`src/rtl/fulladder_inst.sv`:
```
// fulladder_inst -- structural full adder built from two half adders, with
// registered copies of sum/carry and a saturating count of carry events.
// Optional build macro: FULLADDER_INST_SELFCHECK_EN adds a behavioural
// reference adder and a sticky mismatch flag on port err.

// Half adder: purely combinational, no clock.
module fulladder_half (
    input  logic x,
    input  logic y,
    output logic s,
    output logic c
);

    assign s = x ^ y;
    assign c = x & y;

endmodule

module fulladder_inst #(
    parameter int CNT_W = 8
) (
    input  logic             clk,
    input  logic             rst,
    input  logic             a,
    input  logic             b,
    input  logic             cin,
    output logic             sum,
    output logic             carry_out,
    output logic             sum_q,
    output logic             carry_q,
    output logic [CNT_W-1:0] carry_cnt
`ifdef FULLADDER_INST_SELFCHECK_EN
    ,
    output logic             err
`endif
);

    localparam logic [CNT_W-1:0] CNT_ONE = {{(CNT_W-1){1'b0}}, 1'b1};

    logic s1;
    logic c1;
    logic c2;

    logic             sum_reg;
    logic             carry_reg;
    logic [CNT_W-1:0] cnt_reg;
    logic [CNT_W-1:0] cnt_next;

    // First stage adds a and b; second stage folds in the carry-in.
    fulladder_half ha1 (
        .x (a),
        .y (b),
        .s (s1),
        .c (c1)
    );

    fulladder_half ha2 (
        .x (s1),
        .y (cin),
        .s (sum),
        .c (c2)
    );

    // The two partial carries can never both be 1, so OR merges them.
    assign carry_out = c1 | c2;

    // Next counter value: step on a carry event, hold once all ones.
    always_comb begin
        cnt_next = cnt_reg;
        if (carry_out && !(&cnt_reg)) begin
            cnt_next = cnt_reg + CNT_ONE;
        end
    end

    // Output registers; reset takes priority over any pending increment.
    always_ff @(posedge clk) begin
        if (rst) begin
            sum_reg   <= 1'b0;
            carry_reg <= 1'b0;
            cnt_reg   <= '0;
        end else begin
            sum_reg   <= sum;
            carry_reg <= carry_out;
            cnt_reg   <= cnt_next;
        end
    end

    assign sum_q     = sum_reg;
    assign carry_q   = carry_reg;
    assign carry_cnt = cnt_reg;

`ifdef FULLADDER_INST_SELFCHECK_EN
    logic [1:0] ref_add;
    logic       mismatch;
    logic       err_reg;
    logic       err_next;

    // Behavioural reference compared against the structural result.
    always_comb begin
        ref_add  = {1'b0, a} + {1'b0, b} + {1'b0, cin};
        mismatch = (ref_add != {carry_out, sum});
        err_next = err_reg | mismatch;
    end

    // Sticky error flag, cleared only by reset.
    always_ff @(posedge clk) begin
        if (rst) begin
            err_reg <= 1'b0;
        end else begin
            err_reg <= err_next;
        end
    end

    assign err = err_reg;
`endif

endmodule

```
`config.mk`:
```
export PLATFORM = sky130hd
export DESIGN_NAME = fulladder_inst
export DESIGN_NICKNAME = d
export VERILOG_FILES = /design/src/rtl/fulladder_inst.sv
export SDC_FILE = /design/constraint.sdc
export NUM_CORES = 1
export LEC_CHECK = 0
export ABC_AREA = 1
export CAP_MARGIN = 20
export CORE_AREA = 2 2 39 41
export CTS_CLUSTER_SIZE = 16
export DETAILED_ROUTE_END_ITERATION = 10
export DIE_AREA = 0 0 41 43
export PLACE_DENSITY_LB_ADDON = 0.3
export SLEW_MARGIN = 20
export SYNTH_ARGS = -nofsm -noshare
export SYNTH_HDL_FRONTEND = slang
export SYNTH_SLANG_ARGS = --single-unit
```
`constraint.sdc`:
```
create_clock -name clk -period 2.96 [get_ports clk]
set_input_delay 0.74 -clock clk [delete_from_list [all_inputs] [get_ports clk]]
set_output_delay 0.74 -clock clk [all_outputs]
set_load 0.03 [all_outputs]
```
* Word level (Yosys, flattened, before mapping) *
Cells that the tools add are included.

operators by class
  add/sub/neg operators = 1
  bitwise logic cells = 5
  reductions and logical operators = 3

operators by type and width
  kind                   number
  $add A8 B1 Y8 const B  1
  $reduce_and A8 Y1      1
  $and A1 B1 Y1          2
  $xor A1 B1 Y1          2
  $logic_and A1 B1 Y1    1
  $logic_not A1 Y1       1
  $or A1 B1 Y1           1

word-level totals
  register bits after elaboration = 10
  bits of input ports = 5
  output and inout bits = 12
  word-level logic and storage cells = 12

* Longest topological paths before layout *
  depth after elaboration = 4
  mapped depth = 8
  depth with buffers taken out = 7

* By module *
A second synthesis with hierarchy kept.

second synthesis, totals
  cell total of the unflattened synthesis = 75
  area total of the unflattened synthesis = 500.5 um2

modules (own cells, without submodules)
  module          instances  cells an instance  area an instance (um2)  seq. area each (um2)
  fulladder_inst  1          73                 475.5                   200.2
  fulladder_half  2          1                  12.5                    0.0

* Worst setup path before layout *
No wires, ideal clock.

  path kind = input to output
  start point = input port a
  end point = output port sum
  data arrival time = 1,464 ps
  data required time = 2,220 ps
  path slack = 756 ps
  stages = 1
  buffers on the path = 0
  cell sequence = fa_1

between the ends
  longest elaborated chain between the ends = 2

ends and longest elaborated chain
  item                         RTL line  source
  start, declared              24        input logic a,
  $xor A1 B1 Y1 (2 in series)  14        assign s = x ^ y;
  end, declared                27        output logic sum,

Every way passes these cells.

* Worst setup path in the final report *
  start point = input port a
  end point = output port carry_out

between the ends
  longest elaborated chain between the ends = 3
  elaborated cells between the ends (all ways) = 4
  classes of those cells = 4 x bitwise

ends and longest elaborated chain
  item            RTL line  source
  $xor A1 B1 Y1   14
  $and A1 B1 Y1   15        assign c = x & y;
  $or A1 B1 Y1 *  65        assign carry_out = c1 | c2;
  end, declared   28        output logic carry_out,

Every way passes the cells marked *; elsewhere a longest branch is shown, timed or not.

==> impl_metrics.xml <==
<?xml version="1.0" encoding="UTF-8"?>
<metrics>
  <group name="status">
    <metric name="outcome" unit="">finished clean</metric>
  </group>
  <group name="cts">
    <metric name="numCtsBuffers" unit="">3</metric>
    <metric name="cts_resized" unit="">1</metric>
    <metric name="clock_sinks" unit="">10</metric>
    <metric name="ctsHtreeMaxLevel" unit="">1</metric>
    <metric name="worst_skew_pair.late_latency" unit="ns">0.26</metric>
    <metric name="cts_root_buf" unit="">sky130_fd_sc_hd__clkbuf_4</metric>
    <metric name="cts_hold_repair.buffers" unit="">0</metric>
    <metric name="clk_pin_slew" unit="ns">0.06</metric>
    <metric name="postCtsSetupRepairBufs" unit="">0</metric>
    <metric name="cts_tree" unit="">built</metric>
    <metric name="cts_max_path_buffers" unit="">2</metric>
  </group>
  <group name="global_routing">
    <metric name="grt_first_pass_wirelength" unit="mm">1.58</metric>
    <metric name="grt_start_max_net_pins" unit="">13</metric>
    <metric name="grt.total_usage" unit="%">13.5</metric>
    <metric name="antenna_found_initial" unit="">0</metric>
    <metric name="via_count_of_the_first_global_routing_pass" unit="">409</metric>
    <metric name="grt_overflow_total" unit="">0</metric>
  </group>
  <group name="pwr">
    <metric name="combinationalPowerShare" unit="%">21.0</metric>
    <metric name="seq_power_share" unit="%">48.3</metric>
    <metric name="internal-power" unit="W">0.000214</metric>
    <metric name="p_switching" unit="W">0.0000863</metric>
    <metric name="power_density" unit="nW/um^2">424</metric>
    <metric name="vdd.ir_drop.worst" unit="uV">272</metric>
    <metric name="netSwitchingFraction" unit="%">28.7</metric>
    <metric name="clockPowerShare" unit="%">30.7</metric>
    <metric name="p_leak" unit="nW">0.302</metric>
  </group>
  <group name="synth">
    <metric name="synth.net_count" unit="">83</metric>
    <metric name="synthesis.area_per_instance" unit="um^2">6.87</metric>
    <metric name="synth_seq_area_share" unit="%">38.4</metric>
    <metric name="synthCells" unit="">76</metric>
    <metric name="ys_ff_latch" unit="">10</metric>
    <metric name="post_synth_instance_area" unit="um^2">522</metric>
    <metric name="synth_cell_type_count" unit="">17</metric>
    <metric name="yosysWarnings" unit="">0</metric>
  </group>
  <group name="worst_setup_path">
    <metric name="crit_type" unit="">primary input to output port</metric>
    <metric name="crit_buf_inv" unit="">2</metric>
    <metric name="cp_data_arrival_time" unit="ns">1.98</metric>
    <metric name="cp_slowest_cell" unit="">sky130_fd_sc_hd__fa_1</metric>
    <metric name="worstSetupEndpointType" unit="">output port</metric>
    <metric name="worst_path_top_cell_family_by_delay" unit="">buffers and inverters</metric>
    <metric name="startpoint_type" unit="">primary input</metric>
    <metric name="max_incr_delay_on_cp" unit="ns">0.44</metric>
    <metric name="crit_chain" unit="">clkdlybuf4s50_1 -&gt; fa_1 -&gt; dlygate4sd2_1</metric>
    <metric name="cp.required" unit="ns">2.22</metric>
    <metric name="rrSetupSlack" unit="ns">1.61</metric>
    <metric name="critPathMaxFanout" unit="">2</metric>
  </group>
  <group name="cells_and_area">
    <metric name="area_growth_syn_to_layout" unit="%">36.0</metric>
    <metric name="insertedDiodeCount" unit="">0</metric>
    <metric name="final_core_utilization" unit="%">51.3</metric>
    <metric name="final_nets" unit="">103</metric>
    <metric name="post_route_cells_drive_above_1_share" unit="%">11.7</metric>
  </group>
  <group name="sta">
    <metric name="max_freq" unit="GHz">0.368</metric>
    <metric name="final.min_clock_period" unit="ns">2.72</metric>
    <metric name="layout_setup_ws" unit="ns">0.241</metric>
    <metric name="final_hold_fails" unit="">0</metric>
    <metric name="slew_headroom" unit="%">79.3</metric>
    <metric name="unrepaired_setup_endpoints_after_global_routing" unit="">false</metric>
    <metric name="max_slew.worst_pin.slew" unit="ns">0.310</metric>
    <metric name="largest_clock_skew_in_the_final_design" unit="ns">0.00204</metric>
    <metric name="setup-violations-final" unit="">0</metric>
    <metric name="finalCritPeriodShare" unit="%">91.9</metric>
    <metric name="maxSlewViolCount" unit="">0</metric>
  </group>
  <group name="drt">
    <metric name="ant_nets" unit="">0</metric>
    <metric name="detail_route.drc_violations" unit="">0</metric>
    <metric name="routed_wirelength" unit="um">998</metric>
    <metric name="detail_route.iter0.violations" unit="">10</metric>
    <metric name="via_count_of_the_routed_design" unit="">518</metric>
    <metric name="avgRoutedWirePerCell" unit="um">9.07</metric>
    <metric name="drt_pre_antenna_iters" unit="">4</metric>
    <metric name="avgViaCountPerCell" unit="">4.71</metric>
  </group>
  <group name="die">
    <metric name="chipHeight" unit="um">43</metric>
    <metric name="die_width" unit="um">41</metric>
    <metric name="rows" unit="">14</metric>
    <metric name="initial_core_util" unit="%">37.7</metric>
    <metric name="core_region_area" unit="um^2">1380</metric>
    <metric name="dieArea" unit="um^2">1760</metric>
    <metric name="i_o_pin_count" unit="">17</metric>
  </group>
  <group name="run">
    <metric name="maxCapViolations" unit="">0</metric>
  </group>
  <group name="placed_design">
    <metric name="dp_hpwl" unit="um">729</metric>
    <metric name="gp_congestion" unit="">0.733</metric>
    <metric name="preCtsSetupSlack" unit="ns">-0.000565</metric>
    <metric name="buffer_ports.inserted" unit="">16</metric>
  </group>
  <group name="min_path">
    <metric name="hold_path.class" unit="">flip-flop to flip-flop</metric>
  </group>
</metrics>
-- through the flow --
step           cells  cell area (um^2)  hold WS [ns]  total power (W)   TNS [ns]
2_1_floorplan     76               522         0.647         0.000188          0
3_3_place_gp     107               688         0.527         0.000212          0
3_5_place_dp     107               688         0.531         0.000213  -0.000565
4_1_cts          110               709         0.550         0.000306          0
5_1_grt          110               709         0.594         0.000317          0
6_report         110               709         0.545         0.000301          0
-- final timing paths --
kind                                      to         start  cells past startpoint
worst max-delay path               carry_out             a                      3
worst min-delay path            carry_cnt[7]  carry_cnt[7]                      3
worst max register to register  carry_cnt[0]  carry_cnt[0]                      6
worst min register to register  carry_cnt[7]  carry_cnt[7]                      3
-- routing by layer --
metal,wire (um),share of wire (%),GRT usage [%],vias up
met4,38,3.8,12.0,0
met5,0,0,0,-
met3,56,5.6,3.14,5
met2,425,43,17.2,12
li1,-,-,-,275
met1,477,48,17.8,226
-- synth_stat cells (all sizes together) --
cell type  count  area (um^2)
a21oi          7         35.0
buf            2         18.8
clkinv         1         5.00
dfxtp         10          200
fa             1         20.0
ha             1         12.5
inv            9         33.8
nand2         17         66.3
nand3          9         50.1
nand4          1         6.26
nor2          17         68.8
o21ai          1         5.00
-- power by group through the flow --
| stage | Sequential, W | Combinational (W) | Clock [W] |
|---|---|---|---|
| after floorplan | 0.000159 | 0.0000293 | 0 |
| after global placement | 0.000148 | 0.0000640 | 0 |
| after detailed placement | 0.000148 | 0.0000646 | 0 |
| after CTS | 0.000145 | 0.0000642 | 0.0000970 |
| after global routing | 0.000146 | 0.0000686 | 0.000102 |
| final | 0.000145 | 0.0000633 | 0.0000922 |
-- cell type report --
cell class	instances	area, um^2
sequential	10	200
timing repair buffer	17	164
tap	16	20.0
inverter	10	38.8
multi-input combinational	54	264
fill	145	674
clock buffer	3	22.5
-- state kept, by name, indices dropped and copies added, names as in the netlist --
| signal | flops |
|---|---|
| carry_q | 1 |
| sum_q | 1 |
| carry_cnt | 8 |
-- tightest hold or removal path, stage by stage (launching register included) --
cell and delay, ns:
sky130_fd_sc_hd__dfxtp_1 0.33, sky130_fd_sc_hd__nand2_1 0.07, sky130_fd_sc_hd__nor2_1 0.04, sky130_fd_sc_hd__nor2_1 0.08
-- kinds of logic after synthesis --
family,count (synthesis),share of synthesized area [%]
flip-flops,10,38.4
AND/OR/NAND/NOR,44,36.7
buffers and inverters,12,11.0
adder cells (fa/ha/maj),2,6.23
AO/OA/AOI/OAI,8,7.67
-- layout by cell type, fill, tap and decap left out, types with 2 or more instances in the layout --
cell type                          n
sky130_fd_sc_hd__dfxtp_1          10
sky130_fd_sc_hd__nand2_1          16
sky130_fd_sc_hd__clkdlybuf4s50_1  14
sky130_fd_sc_hd__nor2_2            2
sky130_fd_sc_hd__nand3_1           8
sky130_fd_sc_hd__clkbuf_4          3
sky130_fd_sc_hd__nor2_1           15
sky130_fd_sc_hd__buf_4             2
sky130_fd_sc_hd__a21oi_1           7
sky130_fd_sc_hd__inv_1             8
(Power assumes the default switching activity.)
